**config.mk**
```make
export PLATFORM = sky130hd
export DESIGN_NAME = io_cmd_sched
export DESIGN_NICKNAME = d
export VERILOG_FILES = /design/src/rtl/io_cmd_sched.sv
export SDC_FILE = /design/constraint.sdc
export NUM_CORES = 1
export LEC_CHECK = 0
export ABC_AREA = 0
export CAP_MARGIN = 0
export CORE_MARGIN = 4
export CORE_UTILIZATION = 59
export CTS_CLUSTER_SIZE = 25
export DETAILED_ROUTE_END_ITERATION = 16
export HOLD_SLACK_MARGIN = 0.03
export PLACE_DENSITY = 0.85
export SKIP_LAST_GASP = 1
export SYNTH_ARGS = -nofsm -noshare
export SYNTH_HDL_FRONTEND = slang
export SYNTH_SLANG_ARGS = --single-unit
```
**constraint.sdc**
```tcl
create_clock -name CLOCK -period 2.7 [get_ports CLOCK]
set_input_delay 0.54 -clock CLOCK [delete_from_list [all_inputs] [get_ports CLOCK]]
set_output_delay 0.54 -clock CLOCK [all_outputs]
set_load 0.01 [all_outputs]
```
**src/rtl/io_cmd_sched.sv**
```systemverilog
// G-15 I/O command scheduler: grants auto > cpu > panel and launches the code at T0.
// Latency: gnt is combinational in IDLE; io_start follows the first T0 seen in ARM by one cycle.
// Backpressure: requests are levels and are only sampled in IDLE while READY=1.
module io_cmd_sched #(
  parameter int          ACK_WAIT  = 64,
  parameter int          TIMEOUT_W = 20,
  parameter logic [3:0]  AUTO_CODE = 4'b1111
) (
  input  logic       CLOCK,
  input  logic       rst,
  input  logic       T0,
  input  logic       READY,
  input  logic       req_auto,
  input  logic       req_cpu,
  input  logic [3:0] cpu_code,
  input  logic       req_panel,
  input  logic [3:0] panel_code,
  output logic [2:0] gnt,
  output logic [3:0] io_code,
  output logic       io_start,
  output logic       io_clear,
  output logic       busy,
  output logic       done,
  output logic       timeout
);

  localparam int ACK_CW = $clog2(ACK_WAIT + 1);
  localparam int CW     = (TIMEOUT_W > ACK_CW) ? TIMEOUT_W : ACK_CW;
  localparam logic [CW-1:0] ACK_LIM = CW'(ACK_WAIT);
  localparam logic [CW-1:0] ACT_LIM = CW'((64'd1 << TIMEOUT_W) - 64'd1);

  typedef enum logic [2:0] {
    S_IDLE, S_ARM, S_ISSUE, S_ACK, S_ACTIVE, S_DONE
  } state_t;

  state_t        state, state_n;
  logic [CW-1:0] cnt;
  logic          cnt_clr;
  logic          code_ld;
  logic [3:0]    code_n;
  logic          fail;
  logic          abort_cpu, abort_pnl;

  assign abort_cpu = req_cpu   && (cpu_code   == 4'b0000);
  assign abort_pnl = req_panel && (panel_code == 4'b0000);
  assign busy      = (state != S_IDLE);

  // Outputs are gated by rst so a held request cannot leak a grant while reset is asserted.
  always_comb begin
    state_n  = state;
    gnt      = 3'b000;
    io_start = 1'b0;
    io_clear = 1'b0;
    done     = 1'b0;
    code_ld  = 1'b0;
    code_n   = io_code;
    fail     = 1'b0;
    cnt_clr  = 1'b0;
    if (!rst) begin
      case (state)
        S_IDLE: begin
          if (READY) begin
            if (req_auto) begin
              gnt = 3'b001; code_n = AUTO_CODE; code_ld = 1'b1; state_n = S_ARM;
            end else if (req_cpu) begin
              gnt = 3'b010; code_n = cpu_code; code_ld = 1'b1; state_n = S_ARM;
            end else if (req_panel) begin
              gnt = 3'b100; code_n = panel_code; code_ld = 1'b1; state_n = S_ARM;
            end
          end
        end
        S_ARM: begin
          if (T0) state_n = S_ISSUE;
        end
        S_ISSUE: begin
          io_start = 1'b1;
          cnt_clr  = 1'b1;
          state_n  = (io_code == 4'b0000) ? S_DONE : S_ACK;
        end
        S_ACK, S_ACTIVE: begin
          if (abort_cpu || abort_pnl) begin
            // A set-ready request aborts the running command and completes itself.
            gnt      = abort_cpu ? 3'b010 : 3'b100;
            code_n   = 4'b0000;
            code_ld  = 1'b1;
            io_clear = 1'b1;
            done     = 1'b1;
            state_n  = S_IDLE;
          end else if (state == S_ACK) begin
            if (!READY) begin
              cnt_clr = 1'b1;
              state_n = S_ACTIVE;
            end else if (cnt >= ACK_LIM) begin
              io_clear = 1'b1; fail = 1'b1; state_n = S_IDLE;
            end
          end else begin
            if (READY) begin
              state_n = S_DONE;
            end else if (cnt >= ACT_LIM) begin
              io_clear = 1'b1; fail = 1'b1; state_n = S_IDLE;
            end
          end
        end
        S_DONE: begin
          done    = 1'b1;
          state_n = S_IDLE;
        end
        default: state_n = S_IDLE;
      endcase
    end
  end

  always_ff @(posedge CLOCK or posedge rst) begin
    if (rst) begin
      state   <= S_IDLE;
      cnt     <= '0;
      io_code <= 4'b0000;
      timeout <= 1'b0;
    end else begin
      state <= state_n;
      if (code_ld) io_code <= code_n;
      if (fail)          timeout <= 1'b1;
      else if (|gnt)     timeout <= 1'b0;
      // Watchdog saturates rather than wrapping so a stuck compare can never be skipped.
      if (cnt_clr)
        cnt <= '0;
      else if ((state == S_ACK || state == S_ACTIVE) && (cnt != {CW{1'b1}}))
        cnt <= cnt + CW'(1);
    end
  end

endmodule

```
==> results of run 1 <==
## where the power goes
part / switching [uW] / internal (uW)
combinational: 445 / 438
clock: 120 / 82.7
sequential: 116 / 514
total: 681 / 1030
## worst paths after layout
kind,end,cells past startpoint,start,slack (ns)
max in group asynchronous,cnt[0],3,rst,1.61
hold reg to reg,timeout,1,timeout,0.55
hold / removal,timeout,1,timeout,0.55
min in group asynchronous,state[1],3,rst,0.82
setup / recovery,gnt[0],4,READY,0.05
setup reg to reg,cnt[10],7,state[0],0.62
## state kept, by name, summed over array words and instances, names as in the netlist
register	flops
timeout	1
cnt	20
io_code	4
state	3
## kinds of logic (layout without fill, tap and decap cells)
logic type               count (synthesis)  after routing  synth area share, %
AO/OA/AOI/OAI                           28             28                13.75
XOR/XNOR                                17             17                7.793
adder cells (fa/ha/maj)                  4              4                2.620
buffers and inverters                   18             60                5.042
flip-flops                              28             28                36.67
multiplexers                             7              7                4.781
AND/OR/NAND/NOR                         96             96                29.34
## cells in the mapped netlist, types with 2 or more instances
library cell / n
a21oi_1: 5
ha_1: 4
nand2_1: 10
xor2_1: 15
nor4_4: 2
nor2_1: 33
and3_1: 5
clkbuf_1: 2
nand4_1: 10
mux2i_1: 2
mux2_4: 4
o21a_1: 2
nor4_1: 5
nor2b_1: 3
a211oi_1: 4
nor2_4: 2
buf_6: 2
and2_1: 4
o21ai_0: 3
dfrtp_1: 28
nand3_1: 8
xnor2_1: 2
buf_4: 3
inv_1: 9
## worst register-to-register path: cells and delay by family (launching register included)
family	cells	cell delay [ns]
flops	1	0.51
buf+inv	1	0.19
simple gates	3	0.77
compound gates	3	0.52
## stage by stage
stage          setup TNS, ns  instances  hold WS, ns  total power (uW)
2_1_floorplan              0        198       0.4978              1220
3_3_place_gp         -0.2719        279       0.4952              1447
3_5_place_dp         -0.4524        279       0.5131              1500
4_1_cts                    0        284       0.5452              1718
5_1_grt                    0        284       0.5676              1835
6_report                   0        284       0.5494              1716
## metal layers
layer | up-vias | global-route usage (%) | wire length [um]
met2 | 57 | 45.21 | 2416
met3 | 5 | 2.773 | 245
met5 | - | 0 | 0
li1 | 787 | - | -
met1 | 795 | 28.49 | 1921
met4 | 0 | 7.916 | 42
## area by class of cell
class / instances / area (sq um)
clock buffers: 4 / 36.28
fillers: 222 / 703.2
inverters: 9 / 33.78
multi-input cells: 152 / 1124
flip-flops and latches: 28 / 700.7
well taps: 44 / 55.05
repair buffers: 47 / 425.4
## what timing repair did
action | 4_1_cts | 5_1_grt
pin swaps | 2 | 0
cloned | 0 | 0
setup buffers | 1 | 0
endpoints found under the setup margin | 4 | 1
gates resized for setup | 6 | 1
==> impl_metrics.py, run 1 <==
metrics = {
    "synthesis": {
        "synth_cells": 198,
        "synthTopCellsByArea": "dfrtp_1 37%, xor2_1 6.9%, nor2_1 6.5%",
        "yosysWarnings": 0,
        "synth_seq_cells": 28,
        "yosysTopAreaCellShare_pct": 36.67,
        "avgSynthCellArea_sq_um": 9.649,
        "synth.distinct_cells": 55,
        "syn-cell-area_sq_um": 1911,
        "ys_seq_area_share_pct": 36.67,
        "syn_nets": 217,
        "synth-edff-count": 0,
        "synthFlopType": "dfrtp_1",
        "async_flop_share_pct": 100.0,
        "yosys.area.top_type": "dfrtp_1",
    },
    "routing": {
        "drc": 0,
        "drt-initial-drc-count": 97,
        "firstDrtPassIters": 4,
        "vias_per_cell": 5.789,
        "vias": 1644,
        "ant_nets": 0,
        "wl_mm": 4.627,
        "drt-wirelength-per-cell_um": 16.29,
    },
    "outcome": {
        "outcome": "complete, no violations",
    },
    "setup_path": {
        "critPathRequiredTime_ns": 2.16,
        "critPathMostFrequentCell": "clkdlybuf4s50_1",
        "cpMaxStageDelayCell": "clkdlybuf4s50_1",
        "critical-path-max-stage-delay_ns": 0.60,
        "end_kind": "output pin",
        "path_max_fanout": 6,
        "path_class": "in -> out",
        "worst_setup_path_start_kind": "input pin",
        "cp_num_buf_inv": 3,
        "critPathTopFamily": "buffers and inverters",
        "arrival_ns": 2.11,
        "worstPathCellList": "clkdlybuf4s50_1 > inv_1 > nor4_1 > clkdlybuf4s50_1",
    },
    "sta": {
        "worstMarginPinSlew_ns": 0.4950,
        "rsz0062_at_grt": "no",
        "fin_crit_ns": 2.652,
        "fmax_mhz": 377.0,
        "setup_viol": 0,
        "fin_skew_ns": 0.005394,
        "finalCritPeriodShare_pct": 98.24,
        "finalMaxSlewViolations": 0,
        "finalWorstSetupSlack_ns": 0.04753,
        "slew_headroom_pct": 66.94,
        "finalHoldViolations": 0,
    },
    "clock_network": {
        "clk_latency_ns": 0.33,
        "holdBufCountCts": 0,
        "path_clk_slew_ns": 0.14,
        "cts-buffers-inserted": 3,
        "clock_path_buffers": 2,
        "cts.sinks": 28,
        "h-tree-depth": 1,
        "root_buffer": "clkbuf_4",
        "tritoncts": "built",
    },
    "min_path": {
        "hold_class": "reg -> reg",
    },
    "finish": {
        "post-route-util_pct": 77.15,
        "area_growth_pct": 24.30,
        "final_cell_mix": "33 x nor2_1, 28 x dfrtp_1, 22 x clkdlybuf4s50_1",
        "drive_above_1_share_pct": 20.83,
        "num_antenna_cells": 0,
        "layout_commonest_cell": "nor2_1",
        "fin_area_sq_um": 2375,
        "fin_nets": 260,
    },
    "place": {
        "dp_hpwl_mm": 3.442,
        "portBuffers": 26,
        "dpl-instance-area_sq_um": 2326,
        "pre_cts_ws_ns": -0.1952,
        "place_congestion": 0.8330,
    },
    "floorplan": {
        "die_area_sq_um": 4213,
        "die_w_um": 64.91,
        "coreArea_sq_um": 3078,
        "rows": 20,
        "die_h_um": 64.91,
        "initial_core_util_pct": 62.07,
        "io_pins": 27,
    },
    "grt": {
        "grt_pass1_wl_mm": 8.100,
        "antenna_found_initial": 0,
        "grt_max_degree": 29,
        "grt_overflow": 0,
        "first_global_vias": 1755,
        "track_usage_pct": 24.23,
    },
    "pwr": {
        "power_density_nw_per_um2": 722.5,
        "p_leak_uw": 0.001096,
        "ir_drop_mv": 0.4429,
    },
    "flow_run": {
        "max_cap_viol_count": 0,
    },
}
Note: power is estimated with default switching activity, not from simulation.
==> run 2, diff against run 1 <==
Settings changed: ABC_CLOCK_PERIOD_IN_PS set to 2700.
==> results of run 2 <==
The final DEF is identical to that of run 1; final timing and power are the same.
